`config.mk`:
```
export PLATFORM = sky130hd
export DESIGN_NAME = disp_seq_ctrl
export DESIGN_NICKNAME = d
export VERILOG_FILES = /design/src/rtl/disp_seq_pkg.sv /design/src/rtl/disp_dur_table.sv /design/src/rtl/disp_seq_ctrl.sv
export SDC_FILE = /design/constraint.sdc
export NUM_CORES = 1
export LEC_CHECK = 0
export CAP_MARGIN = 20
export CORE_MARGIN = 8
export CORE_UTILIZATION = 39
export DETAILED_ROUTE_END_ITERATION = 12
export SYNTH_ARGS = -nofsm -noshare
export SYNTH_HDL_FRONTEND = slang
export SYNTH_HIERARCHICAL = 1
export SYNTH_SLANG_ARGS = --single-unit
```
`constraint.sdc`:
```
create_clock -name clk -period 6.3 [get_ports clk]
set_input_delay 0.63 -clock clk [delete_from_list [all_inputs] [get_ports clk]]
set_output_delay 0.63 -clock clk [all_outputs]
set_load 0.05 [all_outputs]
```
`src/rtl/disp_seq_pkg.sv`:
```
// Shared types and default sizing for the display step sequencer.
package disp_seq_pkg;

  localparam int unsigned NUM_STEPS_DEF = 8;
  localparam int unsigned DUR_W_DEF     = 10;
  localparam int unsigned IDX_W_DEF     = 3;
  localparam int unsigned DUR_SKIP      = 0;

  typedef enum logic [2:0] {
    IDLE,
    LOAD,
    RUN,
    PAUSED,
    ADV
  } state_t;

endpackage

```
`src/rtl/disp_dur_table.sv`:
```
// Per-step duration register file: one write port, asynchronous read.
module disp_dur_table
  import disp_seq_pkg::*;
#(
  parameter int unsigned NUM_STEPS = NUM_STEPS_DEF,
  parameter int unsigned DUR_W     = DUR_W_DEF,
  parameter int unsigned IDX_W     = IDX_W_DEF
) (
  input  logic             clk,
  input  logic             rst,
  input  logic             we,
  input  logic [IDX_W-1:0] waddr,
  input  logic [DUR_W-1:0] wdata,
  input  logic [IDX_W-1:0] raddr,
  output logic [DUR_W-1:0] rdata
);

  logic [DUR_W-1:0] mem [NUM_STEPS];

  always_ff @(posedge clk) begin
    if (!rst) begin
      mem <= '{default: '0};
    end else if (we) begin
      mem[waddr] <= wdata;
    end
  end

  assign rdata = mem[raddr];

endmodule

```
`src/rtl/disp_seq_ctrl.sv`:
```
// Step scheduler: holds each display step for its programmed number of
// millisecond ticks, driving the ms timer and presenting the step index.
module disp_seq_ctrl
  import disp_seq_pkg::*;
#(
  parameter int unsigned NUM_STEPS = NUM_STEPS_DEF,
  parameter int unsigned DUR_W     = DUR_W_DEF,
  parameter int unsigned IDX_W     = IDX_W_DEF
) (
  input  logic             clk,
  input  logic             rst,
  input  logic             start,
  input  logic             stop,
  input  logic             pause,
  input  logic             loop_en,
  input  logic             cfg_we,
  input  logic [IDX_W-1:0] cfg_addr,
  input  logic [DUR_W-1:0] cfg_data,
  input  logic             ms_tick,
  output logic             tmr_en,
  output logic             tmr_clr_n,
  output logic [IDX_W-1:0] step_idx,
  output logic             busy,
  output logic             step_start,
  output logic             done
);

  state_t           state, state_n;
  logic [IDX_W-1:0] idx_n;
  logic [DUR_W-1:0] counter, cnt_n;
  logic [DUR_W-1:0] dur;
  logic             tick_q, tick;

  disp_dur_table #(
    .NUM_STEPS (NUM_STEPS),
    .DUR_W     (DUR_W),
    .IDX_W     (IDX_W)
  ) u_table (
    .clk   (clk),
    .rst   (rst),
    .we    (cfg_we),
    .waddr (cfg_addr),
    .wdata (cfg_data),
    .raddr (step_idx),
    .rdata (dur)
  );

  // The timer holds its timeout high while disabled, so count rising edges only.
  assign tick = ms_tick & ~tick_q;
  assign busy = (state != IDLE);

  always_ff @(posedge clk) begin
    if (!rst) begin
      state    <= IDLE;
      step_idx <= '0;
      counter  <= '0;
      tick_q   <= 1'b0;
    end else begin
      state    <= state_n;
      step_idx <= idx_n;
      counter  <= cnt_n;
      tick_q   <= ms_tick;
    end
  end

  always_comb begin
    state_n    = state;
    idx_n      = step_idx;
    cnt_n      = counter;
    tmr_en     = 1'b0;
    tmr_clr_n  = 1'b1;
    step_start = 1'b0;
    done       = 1'b0;
    unique case (state)
      IDLE: begin
        tmr_clr_n = 1'b0;
        if (start && !stop) begin
          state_n = LOAD;
          idx_n   = '0;
        end
      end
      LOAD: begin
        tmr_clr_n = 1'b0;
        if (stop) begin
          state_n = IDLE;
          idx_n   = '0;
        end else begin
          cnt_n = dur;
          if (dur == DUR_W'(DUR_SKIP)) begin
            state_n = ADV;
          end else begin
            state_n    = RUN;
            step_start = 1'b1;
          end
        end
      end
      RUN: begin
        tmr_en = 1'b1;
        if (stop) begin
          state_n = IDLE;
          idx_n   = '0;
        end else if (pause) begin
          state_n = PAUSED;
        end else if (tick) begin
          if (counter == DUR_W'(1)) state_n = ADV;
          else                      cnt_n   = counter - 1'b1;
        end
      end
      PAUSED: begin
        if (stop) begin
          state_n = IDLE;
          idx_n   = '0;
        end else if (!pause) begin
          state_n = RUN;
        end
      end
      ADV: begin
        if (stop) begin
          state_n = IDLE;
          idx_n   = '0;
        end else if (step_idx != IDX_W'(NUM_STEPS - 1)) begin
          state_n = LOAD;
          idx_n   = step_idx + 1'b1;
        end else if (loop_en) begin
          state_n = LOAD;
          idx_n   = '0;
        end else begin
          state_n = IDLE;
          done    = 1'b1;
        end
      end
      default: state_n = IDLE;
    endcase
  end

endmodule

```
* After elaboration in Yosys (flattened, before gate mapping) *
Index checks and enable logic that the tools add are counted.

word-level totals
  register bits = 97
  latch bits = 0
  bits in writable memories = 0
  ROM bits = 0
  output and inout port bits = 8
  word-level logic and storage cells = 91
  memories kept = 0

operators by class
  add/subtract/negate cells = 2
  multipliers = 0
  divide/modulo/power cells = 0
  magnitude comparators = 3
  equality and inequality tests = 17
  shift operators = 0
  mux-type cells = 40
  bitwise logic cells = 4
  reduce and logical (&&, ||, !) cells = 13

operators with widths
  operator                                                                       number
  80-bit bitwise mux                                                             1
  10-bit 2-to-1 mux                                                              8
  3-bit 2-to-1 mux                                                               14
  10-bit binary-select mux with 3-bit select                                     1
  10-bit demux with 3-bit select                                                 1
  10-bit case mux with 2 select lines                                            1
  3-bit case mux with 5 select lines                                             1
  1-bit 2-to-1 mux                                                               12
  2-bit inequality test (second input constant)                                  6
  4-bit inequality test (second input constant)                                  3
  10-bit by 1-bit == test with 1-bit output (second input constant)              1
  10-bit logical NOT                                                             1
  10-bit by 1-bit subtractor with 10-bit output (second input constant)          1
  3-bit case mux with 3 select lines                                             1
  4-bit >= comparator (second input constant)                                    2
  3-bit inverter with 4-bit output                                               2
  4-bit AND reduction                                                            2
  3-bit by 2-bit == test with 1-bit output (second input constant)               2
  3-bit inequality test (second input constant)                                  2
  6-bit AND reduction                                                            1
  3-bit nonzero test                                                             2
  4-bit by 1-bit less-than comparator with 1-bit output (second input constant)  1
  3-bit by 1-bit adder with 3-bit output (second input constant)                 1
  3-bit by 1-bit == test with 1-bit output (second input constant)               1
  10 further kinds                                                               11

* Depth between registers and ports, before layout *
Gate-level depths: netlist (run 1).

  depth in word-level cells = 8
  gate-level depth with buffers = 8
  gate-level depth less buffers = 6

* By module *
Netlist (run 1), hierarchy kept.

by module, submodules not included
  module          times used  cells each  area each (um^2)  sequential area each (um^2)
  disp_dur_table  1           404         3806.2            1601.5
  disp_seq_ctrl   1           150         1238.7            340.3

* Worst setup path before layout (run 1) *
No wires, ideal clock.

  path kind = reg-to-output
  start = register step_idx[2]
  end = output step_start
  arrival time = 2.877 ns
  data required time = 5.670 ns
  slack = 2.793 ns
  cell stages (with the launch flop) = 7
  path buffers = 1
  path through = dfxtp_1 buf_6 mux4_1 mux2_2 or4_1 nor4_1 nor2_1

on the way
  cells in the longest elaborated chain, start to end = 8

ends and longest elaborated chain
  item                                                    line                  source
  start: declaration                                      disp_seq_ctrl.sv:22   output logic [IDX_W-1:0] step_idx,
  start signal: assignment                                disp_seq_ctrl.sv:60   step_idx <= idx_n;
  3-bit inverter with 4-bit output (not written as such)  disp_dur_table.sv:28  assign rdata = mem[raddr];
  10-bit binary-select mux with 3-bit select              disp_dur_table.sv:28
  10-bit 2-to-1 mux (not written as such) (2 in series)   disp_dur_table.sv:28
  net dur[6]                                              disp_seq_ctrl.sv:31   logic [DUR_W-1:0] dur;
  10-bit logical NOT                                      disp_seq_ctrl.sv:89   if (dur == DUR_W'(DUR_SKIP)) begin
  1-bit 2-to-1 mux                                        disp_seq_ctrl.sv:89
  1-bit 2-to-1 mux                                        disp_seq_ctrl.sv:84   if (stop) begin
  1-bit 2-to-1 mux                                        disp_seq_ctrl.sv:74   unique case (state)
  end: declaration                                        disp_seq_ctrl.sv:24   output logic step_start,

The timed path passes the listed nets, and every way through them passes these cells. The select of a mux whose other input is x is not followed.

* Final worst setup path (run 1) *
Ends and elaborated chain as after synthesis.

==> flow_summary.toml, run 1 <==
[run_status]
outcome = "complete, no violations"

[grt]
grt_usage = 0.1649
grt_max_degree = 94
grt_pass1_vias = 3865
gr-total-overflow = 0
grt_pass1_wl_um = 21380
antenna_found_initial = 0

[place]
dp_hpwl_um = 8776
post-place-ws_ns = 1.858
io_buffers = 28
place.gp.congestion = 0.8189

[clock_network]
clk_path_buf_depth = 2
cts_resized = 0
cts_max_level = 3
postCtsSetupBuffers = 0
clk_pin_slew_ns = 0.07
cts_tree = "yes"
clkLatencyLatePin_ns = 0.34
numCtsBuffers = 9
cts-root-buf = "clkbuf_16"
cts_sinks = 97
ctsHoldBuffers = 0

[die]
start_util = 0.3998
rows = 41
dieWidth_um = 129.7
ios = 29
die_h_um = 129.7
core-area_sq_mm = 0.01262
dieArea_sq_mm = 0.01683

[yosys]
async_reset_ff_frac = 0
synth_seq_cells = 97
yosysMostFrequentCell = "nand2_1"
yosys.cell_types.count = 58
synth_edf_count = 0
yosys_warnings = 6
synth_compound_gate_area_share = 0.1848
syn_nets = 579
syn_inst = 554
synthTopCellsByCount = "nand2_1, dfxtp_1, a21boi_0, a21boi_1, buf_4"
yosys-mux-area-fraction = 0.1238
synth.cell_area_sq_mm = 0.005045
synth_fa_ha_area_frac = 0.009921
ys_seq_area_frac = 0.3849
syn_avg_cell_area_sq_um = 9.106
yosysTopAreaCellShare = 0.3849
synthSimpleGateAreaFrac = 0.2314
synth-xor-area-share = 0
synth_top_family_by_area = "simple AND/OR/NAND/NOR gates"
synth_top_area_cell = "dfxtp_1"
yosys-top-cells-area = "dfxtp_1, nand2_1, a21boi_0, mux4_1, a21boi_1"
ys.flop_type = "dfxtp_1"

[critical_path]
critical_path_class = "flop to output port"
max_stage_delay_ns = 0.76
path_cells = "buf_4, mux4_1, mux2_2, or4_1, nor4_1, nor2_1, clkdlybuf4s50_1"
cp_top_family = "simple AND/OR/NAND/NOR gates"
arrival_ns = 4.18
cp-start-kind = "flop"
r2r_slack_ns = 2.84
timing.rr.start = "step_idx[2]$_SDFFE_PN0P_"
critPathMaxFanout = 14
timing.rr.end = "state[1]$_SDFFE_PN0P_"
crit_required_ns = 5.67
crit_buf_inv = 2
crit_path_end_kind = "output port"
cp_slowest_cell = "dfxtp_1"
rr_worst_depth = 7

[drt]
drt_iter0_markers = 347
drt-total-wl_um = 13250
drc = 0
ant_nets = 0
wl_per_cell_um = 18.31
drtPass1Iterations = 4
vias = 4020
viasPerCell = 5.552

[timing]
max_freq_mhz = 207.7
grt_setup_unrepaired = "no"
finalHoldViolCount = 0
worst_slew_pin_slew_ns = 0.9090
setup-tns-final_ns = 0
min_period_over_period = 0.7641
drv_slew = 0
clock-skew-final_ns = 0.005603
setup_ws_ns = 1.486
maxSlewHeadroom = 0.3889
post-route-min-period_ns = 4.814
setup_violations = 0

[hold_path]
min_path_type = "flop to flop"
min_path_cells = 2
min_to = "u_table/mem[56]$_SDFFE_PN0P_"
holdCritStartpoint = "u_table/mem[56]$_SDFFE_PN0P_"

[final_layout]
n_antenna_cell = 0
final_util = 0.4402
area_growth_syn_to_layout_pct = 10.12
fin_nets = 572
ff_latch_area_sq_mm = 0.001942
drive_gt1_frac = 0.09601
multi_input_comb_area_sq_mm = 0.002774
fillers = 1261

[power_and_ir_drop]
cellLeakagePower_uw = 0.001836
vdd_drop_max_mv = 0.1258
power_density_mw_per_mm2 = 271.9

[job]
max-cap-violations = 0
==> cells by family (layout without fill, tap and decap cells) <==
| family | Yosys count | after routing |
|---|---|---|
| simple gates | 238 | 238 |
| fa+ha+maj | 4 | 4 |
| mux | 32 | 32 |
| flops | 97 | 97 |
| buf+inv | 58 | 56 |
| compound gates | 125 | 125 |
==> power breakdown <==
part           internal (uW)  switching (uW)  leakage (uW)
combinational            119             187      0.000908
clock                    286             254      0.000143
sequential               636            28.2      0.000785
==> stage by stage <==
stage | hold WS, ns | area [sq um] | power (uW) | instances
6_report | 0.4564 | 5555 | 1510 | 724
5_1_grt | 0.4825 | 5555 | 1579 | 724
3_5_place_dp | 0.4459 | 5266 | 981.9 | 708
3_3_place_gp | 0.4363 | 5266 | 979.9 | 708
4_1_cts | 0.4568 | 5555 | 1522 | 724
2_1_floorplan | 0.4303 | 5045 | 918.7 | 554
==> area by class of cell <==
type / count / area share
Clock buffer: 11 / 0.04369
Clock inverter: 5 / 0.008333
Inverter: 8 / 0.005405
Multi-Input combinational cell: 399 / 0.4993
Sequential cell: 97 / 0.3495
Tap cell: 172 / 0.03874
Timing Repair Buffer: 32 / 0.05495
==> state kept, by name (all words and copies together), names as in the netlist <==
register and flops:
counter 10, tick_q 1, step_idx 3, u_table/mem 80
state 3
==> worst max path at each step <==
stage                       endpoint  slack, ns  depth (start not counted)                      from
after floorplan           step_start       2.79                          6  step_idx[2]$_SDFFE_PN0P_
after global placement    step_start       1.90                          7  step_idx[2]$_SDFFE_PN0P_
after detailed placement  step_start       1.86                          7  step_idx[2]$_SDFFE_PN0P_
after CTS                 step_start       1.48                          7  step_idx[2]$_SDFFE_PN0P_
after global routing      step_start       1.25                          7  step_idx[2]$_SDFFE_PN0P_
final                     step_start       1.49                          7  step_idx[2]$_SDFFE_PN0P_
==> cell usage in the layout, fill, tap and decap left out, types with 3 or more instances in the layout <==
cell type        Yosys  final
buf_4               16      4
inv_1                7      7
and4b_1              3      3
nand4bb_1            4      4
or3_1                3      3
a21boi_0            54     54
mux4_2               9      9
nor3_1               4      4
a21boi_1            28     28
nand2_1            166    166
nor2b_1              3      3
nand4_1              3      3
mux4_1              11     11
and4bb_2             3      3
o21ai_0              5      5
clkdlybuf4s50_1      0     27
a21oi_1             10     10
o311ai_0             7      7
nand4b_1             4      4
or3b_2               3      3
clkbuf_16            0      9
ha_1                 4      4
or4_1                4      4
o31ai_1              6      6
mux2_2              10     10
nor3b_1              3      3
nor2_1               9      9
dfxtp_1             97     97
nand3_1              5      5
nor4_1               4      4
==> worst reg2reg max path, stage by stage, from the launching register on <==
cell and delay (ns):
dfxtp_1 0.76, buf_4 0.34, mux4_1 0.59, mux2_2 0.31, or4_1 0.54, nor4_1 0.48, a2111o_1 0.26, a21oi_1 0.07
==> metal layers <==
metal,wire (um),GRT usage,up-vias
met3,856,0.03468,9
met5,0,0,-
li1,-,-,1957
met1,5955,0.2142,1942
met4,138,0.04986,0
met2,6304,0.2698,112
Power figures use the tool's default switching activity.
==> run 2, diff against run 1 <==
==> constraint.sdc (replaced) <==
create_clock -name clk -period 4.6 [get_ports clk]
set_input_delay 0.46 -clock clk [delete_from_list [all_inputs] [get_ports clk]]
set_output_delay 0.46 -clock clk [all_outputs]
set_load 0.05 [all_outputs]
==> run 2 against run 1 <==
Against the previous run:
- first-iteration DRC count down 19%
- worst hold slack worse by 0.00075 ns
- critical path depth stayed put
- sequential share of layout area about the same
- critical endpoint unchanged
==> flow_summary.toml, run 2 (synthesized netlist as in run 1, its figures left out) <==
[run_status]
outcome = "complete, no violations"

[power_and_ir_drop]
p_int_uw = 1418
seqPwrFrac = 0.445
vdd_drop_max_mv = 0.2131
pwr-share-clk = 0.348
cellLeakagePower_uw = 0.001842
power_density_mw_per_mm2 = 367.1
power.switching_uw = 624.0
finalPower_uw = 2042
power_frac_comb = 0.208
switching_share = 0.3056

[timing]
drv_slew = 0
min_period_over_period = 0.9469
max_freq_mhz = 229.6
maxSlewHeadroom = 0.4120
setup-tns-final_ns = 0
post-route-min-period_ns = 4.356
grt_setup_unrepaired = "no"
worst_slew_pin_slew_ns = 0.8747
setup_violations = 0
clock-skew-final_ns = 0.008051
setup_ws_ns = 0.2441
finalHoldViolCount = 0

[critical_path]
arrival_ns = 3.90
timing.rr.start = "step_idx[2]$_SDFFE_PN0P_"
critPathMaxFanout = 13
timing.rr.end = "state[2]$_SDFFE_PN0P_"
crit_path_end_kind = "output port"
rr_worst_depth = 7
critical_path_class = "flop to output port"
crit_required_ns = 4.14
cp-start-kind = "flop"
r2r_slack_ns = 1.44

[die]
start_util = 0.3998
die_h_um = 129.7
dieArea_sq_mm = 0.01683
core-area_sq_mm = 0.01262
ios = 29
dieWidth_um = 129.7
rows = 41

[clock_network]
clk_path_buf_depth = 2
clkLatencyLatePin_ns = 0.35
cts_sinks = 97
cts-root-buf = "clkbuf_16"
postCtsSetupBuffers = 0
clk_pin_slew_ns = 0.07
cts_tree = "yes"
cts_max_level = 3
numCtsBuffers = 9

[final_layout]
ff_latch_area_sq_mm = 0.001942
area_growth_syn_to_layout_pct = 10.24
drive_gt1_frac = 0.09928
fillers = 1272
largest_reg_flops = 80
final_common_cell = "nand2_1"
largest-register = "u_table/mem"
largest_registers = "u_table/mem: 80 flops, counter: 10 flops"
n_antenna_cell = 0
fin_nets = 574
multi_input_comb_area_sq_mm = 0.002780
final_cell_mix = "nand2_1, dfxtp_1, a21boi_0"

[drt]
drtPass1Iterations = 4
top_layer_used = "met4"
wl_met2_um = 6508
wl_per_cell_um = 18.46
drt_iter0_markers = 281
ant_nets = 0
viasPerCell = 5.599
drc = 0
vias = 4065
wl_met1_um = 6029
drt-total-wl_um = 13400
dr_wl_met3_um = 685

[job]
max-cap-violations = 0

[hold_path]
min_path_cells = 2
holdCritStartpoint = "u_table/mem[6]$_SDFFE_PN0P_"
min_to = "u_table/mem[6]$_SDFFE_PN0P_"
min_path_type = "flop to flop"

[grt]
grt_pass1_wl_um = 21220
grt_usage = 0.1640
gr-total-overflow = 0
grt_pass1_vias = 3919
antenna_found_initial = 0
grt_max_degree = 93

[place]
dp_hpwl_um = 8851
post-place-ws_ns = 0.4669
io_buffers = 28
place.gp.congestion = 0.8042
run 2: cell count changes in the layout (fill, tap and decap cells not counted), sizes merged:
cell	before	now
buf	5	7
clkinv	3	4
clkbuf	11	12
inv	10	8
run 2: cell type report:
cell class | count | share of cell area
multi-input combinational | 399 | 0.4999
clock inverter | 4 | 0.004949
clock buffer | 12 | 0.04432
inverter | 8 | 0.005399
timing repair buffer | 34 | 0.05759
sequential | 97 | 0.3492
tap | 172 | 0.03870
run 2: power groups by stage:
stage	Clock, uW	Sequential [uW]	Combinational (uW)
global placement	0	925	420
detailed placement	0	926	421
global route	758	911	459
floorplan	0	906	353
finish	710	908	425
CTS	727	906	423
run 2: through the flow:
stage | hold WS [ns] | instances | utilization | area, sq um
2_1_floorplan | 0.4303 | 554 | - | 5045
3_3_place_gp | 0.4407 | 710 | 0.4185 | 5281
3_5_place_dp | 0.4470 | 710 | 0.4185 | 5281
4_1_cts | 0.4564 | 726 | 0.4402 | 5555
5_1_grt | 0.4741 | 726 | 0.4407 | 5562
6_report | 0.4557 | 726 | 0.4407 | 5562
run 2: worst max path at each step:
stage                              from          to  cells after the start
2_1_floorplan  step_idx[2]$_SDFFE_PN0P_  step_start                      6
3_3_place_gp   step_idx[2]$_SDFFE_PN0P_  step_start                      7
3_5_place_dp   step_idx[2]$_SDFFE_PN0P_  step_start                      7
4_1_cts        step_idx[2]$_SDFFE_PN0P_  step_start                      7
5_1_grt        step_idx[2]$_SDFFE_PN0P_  step_start                      7
6_report       step_idx[2]$_SDFFE_PN0P_  step_start                      7
run 2: repair_timing:
action,in CTS,in global routing
endpoints found under the setup margin,0,1
hold buffers,0,0
resized for setup,0,1
run 2: per-layer routing:
metal,track usage,vias to the layer above
met2,0.2717,110
met4,0.06011,0
met5,0,-
met1,0.2087,1983
li1,-,1957
met3,0.03060,15
run 2: critical path, cell delays in order (launching register included):
cell and delay, ns:
dfxtp_1 0.76, buf_4 0.28, mux4_1 0.56, mux2_2 0.31
or4_1 0.43, nor4_2 0.36, nor2_1 0.10, clkdlybuf4s50_1 0.72
